$ cat config.mk
export PLATFORM = sky130hd
export DESIGN_NAME = cpu_clk_ratio_ctrl
export DESIGN_NICKNAME = d
export VERILOG_FILES = /design/src/rtl/cpu_clk_ratio_pkg.sv /design/src/rtl/clk_ratio_div.sv /design/src/rtl/cpu_clk_ratio_ctrl.sv
export SDC_FILE = /design/constraint.sdc
export NUM_CORES = 1
export LEC_CHECK = 0
export ABC_AREA = 1
export BUFFER_PORTS_ARGS = -buffer_cell sky130_fd_sc_hd__buf_4
export CAP_MARGIN = 15
export CORE_MARGIN = 1
export CORE_UTILIZATION = 35
export CTS_CLUSTER_DIAMETER = 30
export CTS_CLUSTER_SIZE = 8
export DETAILED_ROUTE_END_ITERATION = 8
export SLEW_MARGIN = 20
export SYNTH_ARGS = -nofsm -noshare
export SYNTH_HDL_FRONTEND = slang
export SYNTH_SLANG_ARGS = --single-unit
$ cat constraint.sdc
create_clock -name cpu_clk -period 2.41 [get_ports cpu_clk]
set_clock_uncertainty 0.2 [all_clocks]
set_input_delay 0.1205 -clock cpu_clk [delete_from_list [all_inputs] [get_ports cpu_clk]]
set_output_delay 0.1205 -clock cpu_clk [all_outputs]
set_load 0.005 [all_outputs]
$ cat src/rtl/cpu_clk_ratio_pkg.sv
// ---------------------------------------------------------------------------
// cpu_clk_ratio_pkg - shared register map and ratio constants.  Rev 1.0
// ---------------------------------------------------------------------------
`default_nettype none

package cpu_clk_ratio_pkg;

  localparam int RATIO_W = 3;
  localparam logic [RATIO_W-1:0] RESET_RATIO = '0;

  // APB byte offsets; only bits [3:2] select a register
  localparam logic [3:0] RATIO_OFS  = 4'h0;
  localparam logic [3:0] STATUS_OFS = 4'h4;
  localparam logic [3:0] PCNT_OFS   = 4'h8;

  function automatic logic [1:0] reg_idx(input logic [3:0] ofs);
    return ofs[3:2];
  endfunction

endpackage

`default_nettype wire

$ cat src/rtl/clk_ratio_div.sv
// ---------------------------------------------------------------------------
// clk_ratio_div - period counter, boundary-aligned ratio apply, enable strobe.
// Rev 1.0
// ---------------------------------------------------------------------------
`default_nettype none

module clk_ratio_div
  import cpu_clk_ratio_pkg::*;
(
  input  logic               clk,
  input  logic               rst,
  input  logic [RATIO_W-1:0] pend_ratio,
  input  logic               pend_vld,
  input  logic               gate_en,
  output logic               clk_en,
  output logic               apply_ack,
  output logic               ratio_upd,
  output logic [RATIO_W-1:0] cur_ratio
);

  logic [RATIO_W-1:0] cnt;
  logic               boundary;

  assign boundary  = (cnt == cur_ratio);
  assign apply_ack = boundary && pend_vld;
  // Gating masks only the strobe; the period keeps running underneath
  assign clk_en    = boundary && !gate_en;

  always_ff @(posedge clk) begin
    if (rst) begin
      cnt       <= '0;
      cur_ratio <= RESET_RATIO;
      ratio_upd <= 1'b0;
    end else begin
      ratio_upd <= apply_ack;
      if (boundary) begin
        cnt <= '0;
      end else begin
        cnt <= cnt + RATIO_W'(1);
      end
      if (apply_ack) begin
        cur_ratio <= pend_ratio;
      end
    end
  end

endmodule

`default_nettype wire

$ cat src/rtl/cpu_clk_ratio_ctrl.sv
// ---------------------------------------------------------------------------
// cpu_clk_ratio_ctrl - APB clock-ratio controller with enable-pulse counter.
// Rev 1.0
// ---------------------------------------------------------------------------
`default_nettype none

module cpu_clk_ratio_ctrl
  import cpu_clk_ratio_pkg::*;
#(
  parameter int CNT_W = 16
) (
  input  logic        cpu_clk,
  input  logic        clkrst,
  input  logic        psel,
  input  logic        penable,
  input  logic        pwrite,
  input  logic [3:0]  paddr,
  input  logic [31:0] pwdata,
  output logic [31:0] prdata,
  input  logic        gate_en,
  output logic        clk_en,
  output logic        ratio_upd
);

  logic [RATIO_W-1:0] pend_ratio;
  logic               pend_vld;
  logic [RATIO_W-1:0] cur_ratio;
  logic               apply_ack;
  logic [CNT_W-1:0]   pulse_cnt;
  logic               wr;
  logic               wr_ratio;
  logic               wr_pcnt;
  logic               unused_bits;

  assign wr       = psel && penable && pwrite;
  assign wr_ratio = wr && (paddr[3:2] == reg_idx(RATIO_OFS));
  assign wr_pcnt  = wr && (paddr[3:2] == reg_idx(PCNT_OFS));

  assign unused_bits = ^{pwdata[31:RATIO_W], paddr[1:0]};

  clk_ratio_div u_div (
    .clk        (cpu_clk),
    .rst        (clkrst),
    .pend_ratio (pend_ratio),
    .pend_vld   (pend_vld),
    .gate_en    (gate_en),
    .clk_en     (clk_en),
    .apply_ack  (apply_ack),
    .ratio_upd  (ratio_upd),
    .cur_ratio  (cur_ratio)
  );

  // A write landing on an apply cycle replaces the pending value, so it wins
  always_ff @(posedge cpu_clk) begin
    if (clkrst) begin
      pend_ratio <= RESET_RATIO;
      pend_vld   <= 1'b0;
    end else if (wr_ratio) begin
      pend_ratio <= pwdata[RATIO_W-1:0];
      pend_vld   <= 1'b1;
    end else if (apply_ack) begin
      pend_vld   <= 1'b0;
    end
  end

  always_ff @(posedge cpu_clk) begin
    if (clkrst || wr_pcnt) begin
      pulse_cnt <= '0;
    end else if (clk_en) begin
      pulse_cnt <= pulse_cnt + CNT_W'(1);
    end
  end

  always_comb begin
    prdata = '0;
    if (psel && !pwrite) begin
      case (paddr[3:2])
        reg_idx(RATIO_OFS):  prdata = 32'(cur_ratio);
        reg_idx(STATUS_OFS): prdata = {27'b0, pend_vld, pend_ratio, 1'b0};
        reg_idx(PCNT_OFS):   prdata = 32'(pulse_cnt);
        default:             prdata = '0;
      endcase
    end
  end

endmodule

`default_nettype wire

; ---- Word-level counts from Yosys, hierarchy flattened
; Cells that the tools add are included.
[totals]
ff_bits = 27
in_bits = 42
wordCells = 28
[op_classes]
n_eq_ne = 3
add_sub_neg = 2
muxes = 4
reduce_logical = 13
[op_table]
columns = op, count
row1 = one-hot mux 16 bit (3 select lines), 1
row2 = "adder 16 x 1 -> 16 bit, second input constant", 1
row3 = 2-to-1 mux 16 bit, 1
row4 = logical AND 1 bit, 7
row5 = "adder 3 x 1 -> 3 bit, second input constant", 1
row6 = equality test 3 bit, 1
row7 = "equality test 2 x 1 -> 1 bit, second input constant", 1
row8 = "equality test 2 bit, second input constant", 1
row9 = zero test 1 bit, 2
row10 = zero test 2 bit, 1
row11 = 2-to-1 mux 1 bit, 2
row12 = nonzero test 2 bit, 1
row13 = OR reduction 2 bit, 1
row14 = logical OR 1 bit, 1

; ---- Longest topological paths before layout
[logic_depth]
ltp_word = 4
ltp_mapped = 9
depth_no_buf = 8

; ---- Cells and area by module
; Synthesis repeated with hierarchy kept, for this count alone.
[unflattened]
hier_cells = 254
area_unflattened_um2 = 1695.4
[modules_own_cells]
columns = mod, n_inst, cells_per_inst, area_per_inst_um2
row1 = cpu_clk_ratio_ctrl, 1, 197, 1325.0
row2 = clk_ratio_div, 1, 57, 370.4

; ---- Worst setup path before layout
; OpenSTA, ideal clock, no wires.
[synth_timing]
path_kind = register to register
start = reg pulse_cnt[0]
end = reg pulse_cnt[14]
path_stages_with_launch = 9
slack_ns = 0.942
setup_time_ns = 0.115
synth_period_minus_slack_ns = 1.468
required_time_ns = 2.095
path_buffers = 0
t_arrival_ns = 1.153
path_cell_list = dfxtp_1 -> ha_1 -> nand3_1 -> nor2_1 -> nand2_1 -> nor2_1 -> nand3_1 -> nand2_1 -> nor2_1
[synth_via]
elab_chain_cells = 1
[synth_rtl]
columns = item, line
row1 = "start, declared", cpu_clk_ratio_ctrl.sv:29  ; logic [CNT_W-1:0] pulse_cnt;
row2 = "start signal, assigned", cpu_clk_ratio_ctrl.sv:70  ; pulse_cnt <= pulse_cnt + CNT_W'(1);
row3 = adder 16 x 1 -> 16 bit, cpu_clk_ratio_ctrl.sv:70
; Every way passes these cells.
; A chain may end at the register's enable or synchronous reset.

; ---- Worst setup path after layout
[layout_timing]
start = reg u_div.cur_ratio[2]
end = out clk_en
[layout_via]
elab_chain_cells = 2
[layout_rtl]
columns = item, line
row1 = "start, declared", clk_ratio_div.sv:18  ; output logic [RATIO_W-1:0] cur_ratio
row2 = "start signal, assigned", clk_ratio_div.sv:42  ; cur_ratio <= pend_ratio;
row3 = equality test 3 bit, clk_ratio_div.sv:24  ; assign boundary = (cnt == cur_ratio);
row4 = logical AND 1 bit, clk_ratio_div.sv:27  ; assign clk_en = boundary && !gate_en;
row5 = "end, declared", cpu_clk_ratio_ctrl.sv:21  ; output logic clk_en,
; Every way passes these cells.

==> reports/qor.csv <==
stage,metric,value,unit
status,status,"complete, no violations",
critical_path,CP arrival,1.68,ns
critical_path,WS Path Type,reg -> out,
power_and_ir_drop,Seq pwr share,0.563,
clocking,clk root buf,clkbuf_8,
timing,Fin. Hold Viols,0,
detailed_routing,Pre-antenna DRT Iters,6,
critical_path,cell chain of the critical path,"xnor2_1, nand3_2, nor2_4, buf_4",
final_layout,n_diodes,0,
clocking,postcts setup bufs,0,
floorplan,Starting Density,0.373,
power_and_ir_drop,PD cells,418,nW/µm²
timing,Final Max Slew Viols,0,
detailed_routing,DR vias/cell,4.61,
floorplan,Die Wd,70.8,µm
detailed_routing,DR vias,1604,
timing,Fin Setup TNS,0,ns
clocking,Max H-tree Level,1,
global_routing,largest net degree at the start of global routing,25,
yosys,synth unique cells,24,
final_layout,Layout area overhead,17.2,%
clocking,Num CTS Buffers,3,
floorplan,core region area,4440,µm²
critical_path,Startpoint Class,flop,
placed_design,HPWL Detailed,2830,µm
final_layout,Multi-input gate area,912,µm²
final_layout,Layout Nets,341,
critical_path,Crit Path Max Fanout,24,
yosys,register area share after synthesis,0.326,
power_and_ir_drop,combinational share of power,0.098,
floorplan,row cnt,24,
clocking,# clock sinks,27,
final_layout,fill count,499,
floorplan,I/O pin count,76,
critical_path,crit path max-delay cell type,nor2_4,
timing,max frequency,0.500,GHz
power_and_ir_drop,Cell Int Power,598,µW
global_routing,initial antenna violation count,0,
detailed_routing,WL/cell,10.7,µm
timing,minimum clock period,2.00,ns
global_routing,Tot GR Track Use,0.164,
timing,RSZ-0062 raised after global routing,false,
power_and_ir_drop,switching part of the total power,0.264,
detailed_routing,total wire length,3740,µm
final_layout,FF/Latch Area,541,µm²
yosys,Yosys reg bits,27,
placed_design,I/O Buffers,28,
timing,Relative slew margins,0.648,
power_and_ir_drop,Clock power frac,0.339,
floorplan,Die Ht,70.8,µm
clocking,worst skew pair latency,0.28,ns
global_routing,first-pass GRT wire length,6590,µm
timing,fin crit share,0.830,
placed_design,final weighted congestion in routability-driven placement,0.840,
global_routing,GRT overflow,0,
power_and_ir_drop,maximum vdd drop,189,µV
detailed_routing,remaining antenna violation count,0,
clocking,clk buf depth,2,
power_and_ir_drop,total power,812,µW
critical_path,"Buf+Inv Stages, Crit Path",1,
detailed_routing,Iteration-0 DRC Markers,81,
detailed_routing,DRC,0,
yosys,"Avg Cell Area, Syn",6.28,µm²
timing,worst slew pin tran,0.527,ns
floorplan,die area,5020,µm²
critical_path,largest delay contributor family on the critical path,simple AND/OR/NAND/NOR gates,
yosys,"Cell Area, Synth",1660,µm²
clocking,TritonCTS clock tree,yes,
power_and_ir_drop,P_sw,214,µW
timing,final setup vio count,0,
worst_hold_path,Hold WC Path Type,in -> reg,
critical_path,max incr delay on CP,0.45,ns
critical_path,CP Data Required Time,2.09,ns
global_routing,vias in the first global route,1518,
yosys,Ys Warns,0,
run,maxcap violations,0,
clocking,"CTS clk-pin slew, worst paths",0.10,ns
final_layout,share of layout cells above drive strength 1,0.128,
power_and_ir_drop,leakage power total,0.867,nW
yosys,Post-Synthesis Cells,264,
critical_path,endpoint class of the critical path,output pin,
-- logic make-up after synthesis --
kind of cell | after synthesis | synth area share
buf+inv | 49 | 0.158
compound gates | 28 | 0.0883
fa+ha+maj | 2 | 0.0151
simple gates | 150 | 0.374
xor+xnor | 7 | 0.0370
flops | 27 | 0.326
other cells | 1 | 0.00226
-- cell type report --
class                      instances  area share
clock buffer                       3      0.0212
clock inverter                     1     0.00258
inverter                          27      0.0522
multi-input combinational        203       0.469
sequential                        27       0.278
tap                               52      0.0335
timing repair buffer              35       0.143
-- tightest hold or removal path, stage by stage --
cell     delay [ns]
buf_4          0.10
nor2_4         0.10
nand2_1        0.08
a21oi_1        0.05
-- per-layer routing --
layer / share of wire / up-vias / GRT usage / wire length [µm]
met4: 0.016 / 0 / 0.0600 / 59
met3: 0.025 / 5 / 0.0228 / 93
li1: - / 858 / - / -
met2: 0.44 / 37 / 0.265 / 1630
met1: 0.52 / 704 / 0.224 / 1960
met5: 0 / - / 0 / 0
-- path summary, 6_finish.rpt --
kind	startpoint	endpoint	slack (ns)	depth (start not counted)
worst max-delay path	u_div.cur_ratio[2]	clk_en	0.41	4
worst min-delay path	gate_en	pulse_cnt[5]	0.02	4
worst max register to register	u_div.cur_ratio[2]	pulse_cnt[8]	0.65	6
worst min register to register	u_div.cnt[0]	u_div.cnt[0]	0.27	1
-- power groups by stage --
stage	clock (mW)	combinational [mW]	sequential [mW]
global placement	0	0.0730	0.467
global route	0.302	0.0906	0.458
floorplan	0	0.0693	0.465
detailed placement	0	0.0742	0.467
CTS	0.282	0.0802	0.457
finish	0.275	0.0798	0.457
-- flip-flops by register name, summed over array words and instances, names as in the netlist --
name,flops
pulse_cnt,16
u_div.cnt,3
u_div.cur_ratio,3
u_div.ratio_upd,1
pend_ratio,3
pend_vld,1
-- cells in the mapped netlist (all sizes together) --
master | n | area share
xor2 | 5 | 0.026
dfxtp | 27 | 0.33
a21oi | 22 | 0.069
buf | 21 | 0.094
o21ai | 5 | 0.015
ha | 2 | 0.015
clkbuf | 1 | 0.0023
nand4 | 2 | 0.0075
nand2 | 71 | 0.16
inv | 27 | 0.061
xnor2 | 2 | 0.011
conb | 1 | 0.0023
nand3 | 23 | 0.072
o211ai | 1 | 0.0045
nor3 | 4 | 0.012
nor2 | 50 | 0.12
-- layout by cell type, fill, tap and decap left out --
| master | instances |
|---|---|
| nand2_2 | 1 |
| xor2_1 | 5 |
| xnor2_1 | 2 |
| o21ai_0 | 5 |
| nor2_2 | 1 |
| nor3_1 | 4 |
| o211ai_1 | 1 |
| dlygate4sd3_1 | 6 |
| ha_1 | 2 |
| a21oi_2 | 1 |
| nand3_1 | 22 |
| nand2_1 | 70 |
| clkbuf_8 | 3 |
| buf_4 | 29 |
| clkinv_2 | 1 |
| nand3_2 | 1 |
| a21oi_1 | 21 |
| nor2_1 | 48 |
| conb_1 | 16 |
| inv_1 | 27 |
| dfxtp_1 | 27 |
| nor2_4 | 1 |
| nand4_1 | 2 |
-- through the flow --
stage	worst slack, ns	cells	hold WS (ns)	instance area, µm²	utilization
final	0.410	348	0.0186	1940	0.437
after global routing	0.291	348	0.0413	1940	0.437
after CTS	0.407	348	0.0132	1940	0.437
after detailed placement	0.677	338	0.148	1840	0.413
after global placement	0.708	338	0.145	1840	0.413
after floorplan	0.942	279	0.0554	1710	-
-- what timing repair did --
item                      in CTS  in global routing
resized for setup              0                  0
hold endpoints to repair       8                  0
hold buffers                   6                  0
(Power assumes the default switching activity.)
